**src/rtl/mod4591_share_arb_pkg.sv**
```systemverilog
// rtl/mod4591_share_arb_pkg.sv - shared constants for the mod4591 share arbiter
package mod4591_share_arb_pkg;

    localparam int unsigned NTRU_Q      = 4591;
    localparam int unsigned P_WIDTH_DEF = 16;
    localparam int unsigned RED_LAT     = 3;

    // Barrett constant: q_est = (x * M) >> K never exceeds the true quotient
    // and falls short by at most one for x < 2^32.
    localparam int unsigned  BARRETT_K = 37;
    localparam logic [63:0]  BARRETT_M = (64'd1 << BARRETT_K) / 64'(NTRU_Q);

    // Round-robin successor of a lane index.
    function automatic int unsigned rr_next(input int unsigned idx, input int unsigned n);
        return (idx == n - 1) ? 0 : idx + 1;
    endfunction

endpackage

```
**src/rtl/mod4591_share_arb_if.sv**
```systemverilog
// rtl/mod4591_share_arb_if.sv - request/response bus of the shared reducer
interface mod4591_share_arb_if #(
    parameter int N_REQ   = 4,
    parameter int TAG_W   = 4,
    parameter int P_WIDTH = 16
);
    localparam int ID_W = $clog2(N_REQ);

    logic [N_REQ-1:0]           Req_valid;
    logic [N_REQ*2*P_WIDTH-1:0] Req_data;
    logic [N_REQ*TAG_W-1:0]     Req_tag;
    logic [N_REQ-1:0]           Req_ready;
    logic                       Hold;
    logic                       Res_valid;
    logic [ID_W-1:0]            Res_id;
    logic [TAG_W-1:0]           Res_tag;
    logic [P_WIDTH-1:0]         Res_data;
    logic                       Busy;

    modport master (
        output Req_valid, Req_data, Req_tag, Hold,
        input  Req_ready, Res_valid, Res_id, Res_tag, Res_data, Busy
    );

    modport slave (
        input  Req_valid, Req_data, Req_tag, Hold,
        output Req_ready, Res_valid, Res_id, Res_tag, Res_data, Busy
    );

endinterface

```
**src/rtl/mod4591.sv**
```systemverilog
// rtl/mod4591.sv - three-stage pipelined Barrett reduction modulo 4591
module mod4591
    import mod4591_share_arb_pkg::*;
#(
    parameter int P_WIDTH = 16
) (
    input  logic                   Clk,
    input  logic                   Reset,
    input  logic [2*P_WIDTH-1:0]   In,
    output logic [P_WIDTH-1:0]     Out
);
    localparam int IN_W = 2 * P_WIDTH;

    logic [IN_W-1:0]     x1_q, x1_d;
    logic [IN_W-1:0]     x2_q, x2_d;
    logic [26:0]         q2_q, q2_d;
    logic [P_WIDTH-1:0]  out_q, out_d;
    logic [63:0]         prod;
    logic [63:0]         rem;

    // Stage math: capture, estimate quotient, subtract and correct.
    always_comb begin
        x1_d  = In;
        prod  = {{(64-IN_W){1'b0}}, x1_q} * BARRETT_M;
        x2_d  = x1_q;
        q2_d  = prod[63:BARRETT_K];
        rem   = {{(64-IN_W){1'b0}}, x2_q} - ({37'd0, q2_q} * 64'(NTRU_Q));
        if (rem >= 64'(NTRU_Q)) rem = rem - 64'(NTRU_Q);
        if (rem >= 64'(NTRU_Q)) rem = rem - 64'(NTRU_Q);
        out_d = rem[P_WIDTH-1:0];
    end

    // Pipeline registers.
    always_ff @(posedge Clk) begin
        if (Reset) begin
            x1_q  <= '0;
            x2_q  <= '0;
            q2_q  <= '0;
            out_q <= '0;
        end else begin
            x1_q  <= x1_d;
            x2_q  <= x2_d;
            q2_q  <= q2_d;
            out_q <= out_d;
        end
    end

    assign Out = out_q;

endmodule

```
**src/rtl/mod4591_share_arb_rr_grant.sv**
```systemverilog
// rtl/mod4591_share_arb_rr_grant.sv - combinational round-robin picker
module mod4591_share_arb_rr_grant #(
    parameter int N_REQ = 4,
    parameter int ID_W  = $clog2(N_REQ)
) (
    input  logic [N_REQ-1:0] req_i,
    input  logic [ID_W-1:0]  ptr_i,
    input  logic             hold_i,
    output logic [N_REQ-1:0] grant_o,
    output logic [ID_W-1:0]  idx_o,
    output logic             any_o
);
    int lane;

    // First requesting lane at or after ptr_i, wrapping; nothing while held.
    always_comb begin
        grant_o = '0;
        idx_o   = '0;
        any_o   = 1'b0;
        lane    = 0;
        if (!hold_i) begin
            for (int k = 0; k < N_REQ; k++) begin
                lane = (int'(ptr_i) + k) % N_REQ;
                if (!any_o && req_i[lane]) begin
                    grant_o[lane] = 1'b1;
                    idx_o         = ID_W'(lane);
                    any_o         = 1'b1;
                end
            end
        end
    end

endmodule

```
**src/rtl/mod4591_share_arb.sv**
```systemverilog
// rtl/mod4591_share_arb.sv - round-robin sharing of one mod4591 reducer
module mod4591_share_arb
    import mod4591_share_arb_pkg::*;
#(
    parameter int N_REQ   = 4,
    parameter int TAG_W   = 4,
    parameter int P_WIDTH = 16
) (
    input  logic               Clk,
    input  logic               Reset_n,
    mod4591_share_arb_if.slave bus
);
    localparam int ID_W = $clog2(N_REQ);
    localparam int IN_W = 2 * P_WIDTH;

    logic [N_REQ-1:0]                grant;
    logic [ID_W-1:0]                 gidx;
    logic                            gany;
    logic [IN_W-1:0]                 red_in;
    logic [TAG_W-1:0]                gtag;
    logic [P_WIDTH-1:0]              red_out;

    logic [ID_W-1:0]                 rr_ptr_q, rr_ptr_d;
    logic [RED_LAT-1:0]              sh_vld_q, sh_vld_d;
    logic [RED_LAT-1:0][ID_W-1:0]    sh_id_q,  sh_id_d;
    logic [RED_LAT-1:0][TAG_W-1:0]   sh_tag_q, sh_tag_d;

    mod4591_share_arb_rr_grant #(
        .N_REQ (N_REQ),
        .ID_W  (ID_W)
    ) u_rr_grant (
        .req_i   (bus.Req_valid),
        .ptr_i   (rr_ptr_q),
        .hold_i  (bus.Hold),
        .grant_o (grant),
        .idx_o   (gidx),
        .any_o   (gany)
    );

    assign bus.Req_ready = grant;

    // Operand and tag of the granted lane; zero operand when idle.
    always_comb begin
        red_in = '0;
        gtag   = '0;
        if (gany) begin
            red_in = bus.Req_data[int'(gidx)*IN_W +: IN_W];
            gtag   = bus.Req_tag[int'(gidx)*TAG_W +: TAG_W];
        end
    end

    // Pointer advance and shadow pipe shift; the last stage keeps its id/tag
    // when idle so the response bus holds the previous result's labels.
    always_comb begin
        rr_ptr_d = rr_ptr_q;
        if (gany) rr_ptr_d = ID_W'(rr_next(int'(gidx), N_REQ));
        sh_vld_d    = {sh_vld_q[RED_LAT-2:0], gany};
        sh_id_d     = sh_id_q;
        sh_tag_d    = sh_tag_q;
        sh_id_d[0]  = gidx;
        sh_tag_d[0] = gtag;
        for (int s = 1; s < RED_LAT - 1; s++) begin
            sh_id_d[s]  = sh_id_q[s-1];
            sh_tag_d[s] = sh_tag_q[s-1];
        end
        if (sh_vld_q[RED_LAT-2]) begin
            sh_id_d[RED_LAT-1]  = sh_id_q[RED_LAT-2];
            sh_tag_d[RED_LAT-1] = sh_tag_q[RED_LAT-2];
        end
    end

    // State registers; reset drops every in-flight result.
    always_ff @(posedge Clk) begin
        if (!Reset_n) begin
            rr_ptr_q <= '0;
            sh_vld_q <= '0;
            sh_id_q  <= '0;
            sh_tag_q <= '0;
        end else begin
            rr_ptr_q <= rr_ptr_d;
            sh_vld_q <= sh_vld_d;
            sh_id_q  <= sh_id_d;
            sh_tag_q <= sh_tag_d;
        end
    end

    mod4591 #(
        .P_WIDTH (P_WIDTH)
    ) u_mod4591 (
        .Clk   (Clk),
        .Reset (~Reset_n),
        .In    (red_in),
        .Out   (red_out)
    );

    assign bus.Res_valid = sh_vld_q[RED_LAT-1];
    assign bus.Res_id    = sh_id_q[RED_LAT-1];
    assign bus.Res_tag   = sh_tag_q[RED_LAT-1];
    assign bus.Res_data  = red_out;
    assign bus.Busy      = |sh_vld_q;

endmodule

```
**src/flat_wrapper.sv**
```systemverilog
// flat-port wrapper written by rule: the top's interface ports become plain ports
module mod4591_share_arb_flat import mod4591_share_arb_pkg::*;
#(
    parameter int N_REQ   = 4,
    parameter int TAG_W   = 4,
    parameter int P_WIDTH = 16
)
  (Clk, Reset_n, bus_Req_valid, bus_Req_data, bus_Req_tag, bus_Hold, bus_Req_ready, bus_Res_valid, bus_Res_id, bus_Res_tag, bus_Res_data, bus_Busy);
  mod4591_share_arb_if #(.N_REQ(N_REQ), .TAG_W(TAG_W), .P_WIDTH(P_WIDTH)) bus_i ();
  input  logic Clk;
  input  logic Reset_n;
  input wire logic [$bits(bus_i.Req_valid)-1:0] bus_Req_valid;
  input wire logic [$bits(bus_i.Req_data)-1:0] bus_Req_data;
  input wire logic [$bits(bus_i.Req_tag)-1:0] bus_Req_tag;
  input wire logic [$bits(bus_i.Hold)-1:0] bus_Hold;
  output wire logic [$bits(bus_i.Req_ready)-1:0] bus_Req_ready;
  output wire logic [$bits(bus_i.Res_valid)-1:0] bus_Res_valid;
  output wire logic [$bits(bus_i.Res_id)-1:0] bus_Res_id;
  output wire logic [$bits(bus_i.Res_tag)-1:0] bus_Res_tag;
  output wire logic [$bits(bus_i.Res_data)-1:0] bus_Res_data;
  output wire logic [$bits(bus_i.Busy)-1:0] bus_Busy;
  assign bus_i.Req_valid = bus_Req_valid;
  assign bus_i.Req_data = bus_Req_data;
  assign bus_i.Req_tag = bus_Req_tag;
  assign bus_i.Hold = bus_Hold;
  assign bus_Req_ready = bus_i.Req_ready;
  assign bus_Res_valid = bus_i.Res_valid;
  assign bus_Res_id = bus_i.Res_id;
  assign bus_Res_tag = bus_i.Res_tag;
  assign bus_Res_data = bus_i.Res_data;
  assign bus_Busy = bus_i.Busy;
  mod4591_share_arb #(.N_REQ(N_REQ), .TAG_W(TAG_W), .P_WIDTH(P_WIDTH)) u_core (.Clk(Clk), .Reset_n(Reset_n), .bus(bus_i));
endmodule
```
**config.mk**
```make
export PLATFORM = sky130hd
export DESIGN_NAME = mod4591_share_arb_flat
export DESIGN_NICKNAME = d
export VERILOG_FILES = /design/src/rtl/mod4591_share_arb_pkg.sv /design/src/rtl/mod4591_share_arb_if.sv /design/src/rtl/mod4591.sv /design/src/rtl/mod4591_share_arb_rr_grant.sv /design/src/rtl/mod4591_share_arb.sv /design/src/flat_wrapper.sv
export SDC_FILE = /design/constraint.sdc
export NUM_CORES = 2
export LEC_CHECK = 0
export CAP_MARGIN = 20
export CORE_MARGIN = 1
export CORE_UTILIZATION = 40
export CTS_CLUSTER_DIAMETER = 50
export DETAILED_ROUTE_END_ITERATION = 8
export PLACE_DENSITY = 0.68
export SLEW_MARGIN = 20
export SYNTH_ARGS = -nofsm -noshare
export SYNTH_HDL_FRONTEND = slang
export SYNTH_SLANG_ARGS = --single-unit
```
**constraint.sdc**
```tcl
create_clock -name Clk -period 16.5 [get_ports Clk]
set_input_delay 3.3 -clock Clk [delete_from_list [all_inputs] [get_ports Clk]]
set_output_delay 3.3 -clock Clk [all_outputs]
set_load 0.05 [all_outputs]
```
# ---- After elaboration in Yosys (flattened, before gate mapping)
# Index checks and enable logic that the tools add are counted.
dict set report classes {
  magnitude_cmp 10
  multipliers 2
  mux 43
  shift 2
  bitwise_logic 6
  n_eq_ne 1
  n_addsub 7
  reduce_logical 15
}
# operator count
set ops {}
lappend ops {{64-bit by 13-bit greater-or-equal comparator with 1-bit output (second input constant)} 2}
lappend ops {{128-bit by 8-bit variable part select with 32-bit output} 1}
lappend ops {{64-bit two-way mux} 1}
lappend ops {{32-bit by 23-bit multiplier with 55-bit output (second input constant)} 1}
lappend ops {{41-bit by 14-bit subtractor with 42-bit output (second input constant)} 1}
lappend ops {{32-bit by 40-bit subtractor with 41-bit output} 1}
lappend ops {{27-bit by 13-bit multiplier with 40-bit output (second input constant)} 1}
lappend ops {{4-bit two-way mux} 8}
lappend ops {{1-bit two-way mux} 19}
lappend ops {{16-bit two-way mux} 1}
lappend ops {{16-bit by 5-bit variable part select with 4-bit output} 1}
lappend ops {{16-bit by 13-bit subtractor with 16-bit output (second input constant)} 1}
lappend ops {{3-bit by 4-bit less-than comparator with 1-bit output (second input constant)} 3}
lappend ops {{2-bit two-way mux} 6}
lappend ops {{4-bit OR} 3}
lappend ops {{3-bit by 1-bit greater-or-equal comparator with 1-bit output (second input constant)} 3}
lappend ops {{1-bit binary-select mux with 2-bit select} 4}
lappend ops {{1-bit demux with 2-bit select} 4}
lappend ops {{1-bit logical AND} 7}
lappend ops {{2-bit OR reduction} 3}
lappend ops {{2-bit by 1-bit adder with 2-bit output (second input constant)} 2}
lappend ops {{2-bit adder (second input constant)} 2}
lappend ops {{1-bit bitwise AND (first input constant)} 3}
lappend ops {{1-bit zero test} 3}
lappend ops {{other kinds (5)} 5}
dict set report totals {
  reg_bits 130
  in_bits 151
}

# ---- Depth between registers and ports, before layout
dict set report logic_depth {
  ltp_word 19
  mapped_depth 35
  mapped_depth_nobuf 31
}

# ---- Cells and area by module
# A second synthesis with hierarchy kept.
dict set report hier_totals {
  cells_unflattened 2958
  area_unflattened_um2 27420.0
}
# mod cells_per_inst area_per_inst_um2 seq_area_each_um2 n_inst
set modules_own_cells {}
lappend modules_own_cells {mod4591 2685 24863.8 2001.9 1}
lappend modules_own_cells {mod4591_share_arb 183 1790.5 460.4 1}
lappend modules_own_cells {mod4591_share_arb_rr_grant 90 765.7 0.0 1}

# ---- Worst setup path before layout
# No wires, ideal clock.
dict set report synth_path {
  kind {in2out}
  startpoint {in bus_Req_valid[2]}
  endpoint {out bus_Req_ready[0]}
  stages 5
  slack_ns 8.138
  t_arrival_ns 5.062
  required_ns 13.200
  n_path_buf 0
  path_cell_list {mux4_2 nor3b_1 and2_1 a221oi_1 nor2_1}
}
dict set report synth_between {
  elab_chain_cells 16
  elab_cells_between_ends 34
}
# item line
set synth_rtl {}
lappend synth_rtl {{start, declared} flat_wrapper.sv:12} ;# input wire logic [$bits(bus_i.Req_valid)-1:0] bus_Req_valid;
lappend synth_rtl {{1-bit binary-select mux with 2-bit select} mod4591_share_arb_rr_grant.sv:24} ;# if (!any_o && req_i[lane]) begin
lappend synth_rtl {{1-bit two-way mux (implied by the code)} mod4591_share_arb_rr_grant.sv:24}
lappend synth_rtl {{1-bit two-way mux} mod4591_share_arb_rr_grant.sv:24}
lappend synth_rtl {{1-bit two-way mux} mod4591_share_arb_rr_grant.sv:21} ;# if (!hold_i) begin
lappend synth_rtl {{1-bit zero test} mod4591_share_arb_rr_grant.sv:24}
lappend synth_rtl {{1-bit logical AND} mod4591_share_arb_rr_grant.sv:24}
lappend synth_rtl {{1-bit two-way mux} mod4591_share_arb_rr_grant.sv:24}
lappend synth_rtl {{1-bit two-way mux} mod4591_share_arb_rr_grant.sv:21}
lappend synth_rtl {{1-bit zero test} mod4591_share_arb_rr_grant.sv:24}
lappend synth_rtl {{1-bit logical AND} mod4591_share_arb_rr_grant.sv:24}
lappend synth_rtl {{1-bit two-way mux} mod4591_share_arb_rr_grant.sv:24}
lappend synth_rtl {{1-bit two-way mux} mod4591_share_arb_rr_grant.sv:21}
lappend synth_rtl {{1-bit zero test} mod4591_share_arb_rr_grant.sv:24}
lappend synth_rtl {{1-bit logical AND} mod4591_share_arb_rr_grant.sv:24}
lappend synth_rtl {{4-bit two-way mux (*)} mod4591_share_arb_rr_grant.sv:24}
lappend synth_rtl {{4-bit two-way mux (*)} mod4591_share_arb_rr_grant.sv:21}
lappend synth_rtl {{end, declared} flat_wrapper.sv:16} ;# output wire logic [$bits(bus_i.Req_ready)-1:0] bus_Req_ready;
# Every way passes the cells marked *; elsewhere a longest branch is shown, timed or not. The select of a mux whose other input is x is not followed.

# ---- Worst setup path after layout
dict set report layout_path {
  startpoint {in bus_Req_valid[0]}
  endpoint {out bus_Req_ready[3]}
}
# The elaborated chain is that of the path after synthesis.

==> metrics.md <==
| Metric | Value |
|---|---|
| Worst-margin pin slew | `approximately 0.87 ns` |
| Drt total wl | `approximately 59 mm` |
| Main synth FF type | `dfxtp_1` |
| Critical-path maximum fanout | `7` |
| FMAX | `107 MHz` |
| Global-route wire length before repair | `~100 mm` |
| Critical-path cell list | `clkdlybuf4s50_1 -> mux4_2 -> nor3b_1 -> and2_1 -> a221oi_1 -> nor2_1 -> clkdlybuf4s50_1` |
| Hpwl dp | `52.1 mm` |
| Root buffer cell | `clkbuf_16` |
| Worst-path clk slew | `0.06 ns` |
| Die ar. | `between 60,000 and 70,000 um^2` |
| FF/Latch Area | `2460 um^2` |
| Post-Syn Area | `26,600 um^2` |
| Core area | `65,700 um^2` |
| HP Class | `reg -> reg` |
| I/O Buffers | `178` |
| Final hold slack | `between 0.4 and 0.5 ns` |
| Layout cells sized above 1 | `under 10%` |
| Diode count | `0` |
| Area of the multi-input gates | `20,300 um^2` |
| Status | `completed` |
| Crit. Startpoint | `bus_Req_valid[0]` |
| Most frequent CP cell | `clkdlybuf4s50_1` |
| #FFs+latches synth | `123` |
| Starting DRC count in detailed routing | `roughly 900` |
| Slowest CP cell | `clkdlybuf4s50_1` |
| Register area share after synthesis | `9.26%` |
| RSZ-0062 raised after global routing | `false` |
| Fillers | `6,228` |
| GRT Max-Usage Layer | `met2` |
| Cell count after synthesis | `2,825` |
| Ranking of synthesized cells by area | `fa_1 (35%), ha_1 (20%), inv_1 (13%)` |
| Routed WL per cell | `15.5 um` |
| # DRC | `0` |
| Synth top cells by count | `inv_1 (943), fa_1 (460), ha_1 (435)` |
| Number of detailed-route iterations in the first pass | `5` |
| CTS tree | `yes` |
| Final non-filler cell area | `29,800 um^2` |
| Most numerous cell in the Yosys netlist | `inv_1` |
| Period utilization | `56.7%` |
| P&R area growth vs syn | `12.1%` |
| Startpoint types | `input pin` |
| Global-route met3 utilization | `3.24%` |
| CP Data Required Time | `~13 ns` |
| Rel. slew slack | `42.1%` |
| Pin count of the biggest net entering global routing | `75` |
| Die width | `about 260 um` |
| Synth warn | `0` |
| Max-cap violations | `0` |
| Num Clock Sinks | `123` |
| Setup bufs post-CTS | `0` |
| Post-Place Cell Area | `between 20,000 and 30,000 um^2` |
| Die Height | `260 um` |
| Yosys top cell area share | `about 35%` |
| Min cycle time layout | `9.36 ns` |
| Synth Area per Inst | `roughly 9.4 um^2` |
| Initial antenna violation count | `0` |
| Final hold vios | `0` |
| Vias | `18.4k` |
| Hold_sp | `u_core.sh_tag_d[5]` |
| Area leader, netlist | `fa_1` |
| Initial core utilization | `40.4%` |
| Site Rows | `94` |
| CTS Buf Count | `17` |
| Clk_skew | `0.0136 ns` |
| Hold Buf Count CTS | `0` |
| Reg-to-Reg Start | `u_core.u_mod4591.q2_q[5]` |
| CP Class | `in -> out` |
| IO Pins | `approximately 180` |
| Post-route insts no fill | `roughly 3.9k` |
| GP Congestion | `0.911` |
| Crit. End Element | `primary output` |
| Post-synth EDFFs | `0` |
| Vias per cell | `4.78` |
| DP Cell Count | `approximately 3.8k` |
| Max Slew Vio Count | `0` |
| Arrival time worst endpoint | `6.06 ns` |
| Setup TNS | `0 ns` |
| Gr ovfl total | `0` |
| Async SR Flop Fraction | `0%` |
| Worst-skew pair later-pin latency | `0.47 ns` |
| Finish-stage setup viols | `0` |
| Met1 usage | `25.2%` |
| CP max stage delay | `0.82 ns` |
| CTS HTree Levels | `4` |
| Syn nets | `3,871` |
| Final net count | `about 4k` |
| Final antenna-violating net count | `0` |
| Post-CTS Resized | `0` |
| Vias in the first global route | `20.1k` |
| Clock buffer depth | `2` |
| Met2 Use GR | `a little under a third` |
| Gr usage total | `19.0%` |
| Synth cell types | `85` |
==> cell usage in the layout (no fill, tap or decap), drive strengths merged, types with 6 or more instances in the layout <==
| master | instances |
|---|---|
| nand4 | 23 |
| inv | 953 |
| a211oi | 7 |
| nor3 | 29 |
| nor4 | 6 |
| nor2 | 127 |
| nand2b | 11 |
| a31oi | 9 |
| a2111oi | 7 |
| or3 | 12 |
| nand3 | 22 |
| ha | 435 |
| xor2 | 22 |
| mux4 | 38 |
| o21a | 8 |
| xnor2 | 41 |
| nand2 | 77 |
| mux2i | 12 |
| a22oi | 6 |
| nor2b | 9 |
| fa | 460 |
| a221oi | 10 |
| o21ai | 48 |
| o31ai | 9 |
| nor3b | 6 |
| o21bai | 8 |
| a21o | 44 |
| dfxtp | 123 |
| and2 | 53 |
| o211ai | 9 |
| clkdlybuf4s50 | 178 |
| a41oi | 6 |
| clkbuf | 17 |
| a21oi | 71 |
==> cell families after synthesis <==
| kind of cell | Yosys count | synth area share (%) |
|---|---|---|
| buf+inv | 998 | 14.3 |
| fa+ha+maj | 895 | 55.1 |
| simple gates | 402 | 7.70 |
| compound gates | 289 | 7.66 |
| flops | 123 | 9.26 |
| xor+xnor | 63 | 2.08 |
| mux | 55 | 3.90 |
==> worst max-delay path: cells and delay by family <==
family | cells | cell delay, ns
AND/OR/NAND/NOR | 3 | 0.74
multiplexers | 1 | 0.58
AO/OA/AOI/OAI | 1 | 0.10
buffers and inverters | 2 | 1.34
==> stage by stage <==
stage	setup slack [ns]	utilization, %
6_report	7.14	45.4
5_1_grt	6.63	45.4
4_1_cts	7.17	45.4
3_5_place_dp	7.18	44.5
3_3_place_gp	7.22	44.5
2_1_floorplan	8.14	-
==> flip-flops by register name, summed over array words and instances, names as in the netlist <==
signal and count:
u_core.u_mod4591.x1_q 32, u_core.u_mod4591.x2_q 32, u_core.u_mod4591.q2_q 20, u_core.u_mod4591.Out 16, u_core.bus.Res_tag 4, u_core.sh_tag_d 4
u_core.sh_tag_q 4, u_core.sh_vld_q 3, u_core.bus.Res_id 2, u_core.rr_ptr_q 2, u_core.sh_id_d 2, u_core.sh_id_q 2
==> cell type report <==
type / count / share of cell area, %
Tap cell: 864 / 3.63
Inverter: 944 / 11.9
Clock inverter: 15 / 0.508
Clock buffer: 17 / 1.43
Timing Repair Buffer: 183 / 6.10
Sequential cell: 123 / 8.26
Multi-Input combinational cell: 1704 / 68.2
==> layer usage <==
| layer | routed length, um | vias to the layer above | part of all wire (%) |
|---|---|---|---|
| met5 | 0 | - | 0 |
| met2 | 28400 | 386 | 48 |
| met1 | 27300 | 8976 | 46 |
| met4 | 1150 | 0 | 1.9 |
| met3 | 2610 | 67 | 4.4 |
| li1 | - | 8977 | - |
==> final timing paths <==
path                            cells past startpoint                 endpoint  slack, ns
worst max-delay path                                7         bus_Req_ready[3]       7.14
worst min-delay path                                1       u_core.sh_tag_q[5]       0.43
worst max register to register                     26  u_core.u_mod4591.Out[3]       7.21
worst min register to register                      1       u_core.sh_tag_q[5]       0.43
Power is left out: the tool's default activity adds up to more than one toggle a clock period on the data nets, which glitch-free logic cannot reach.
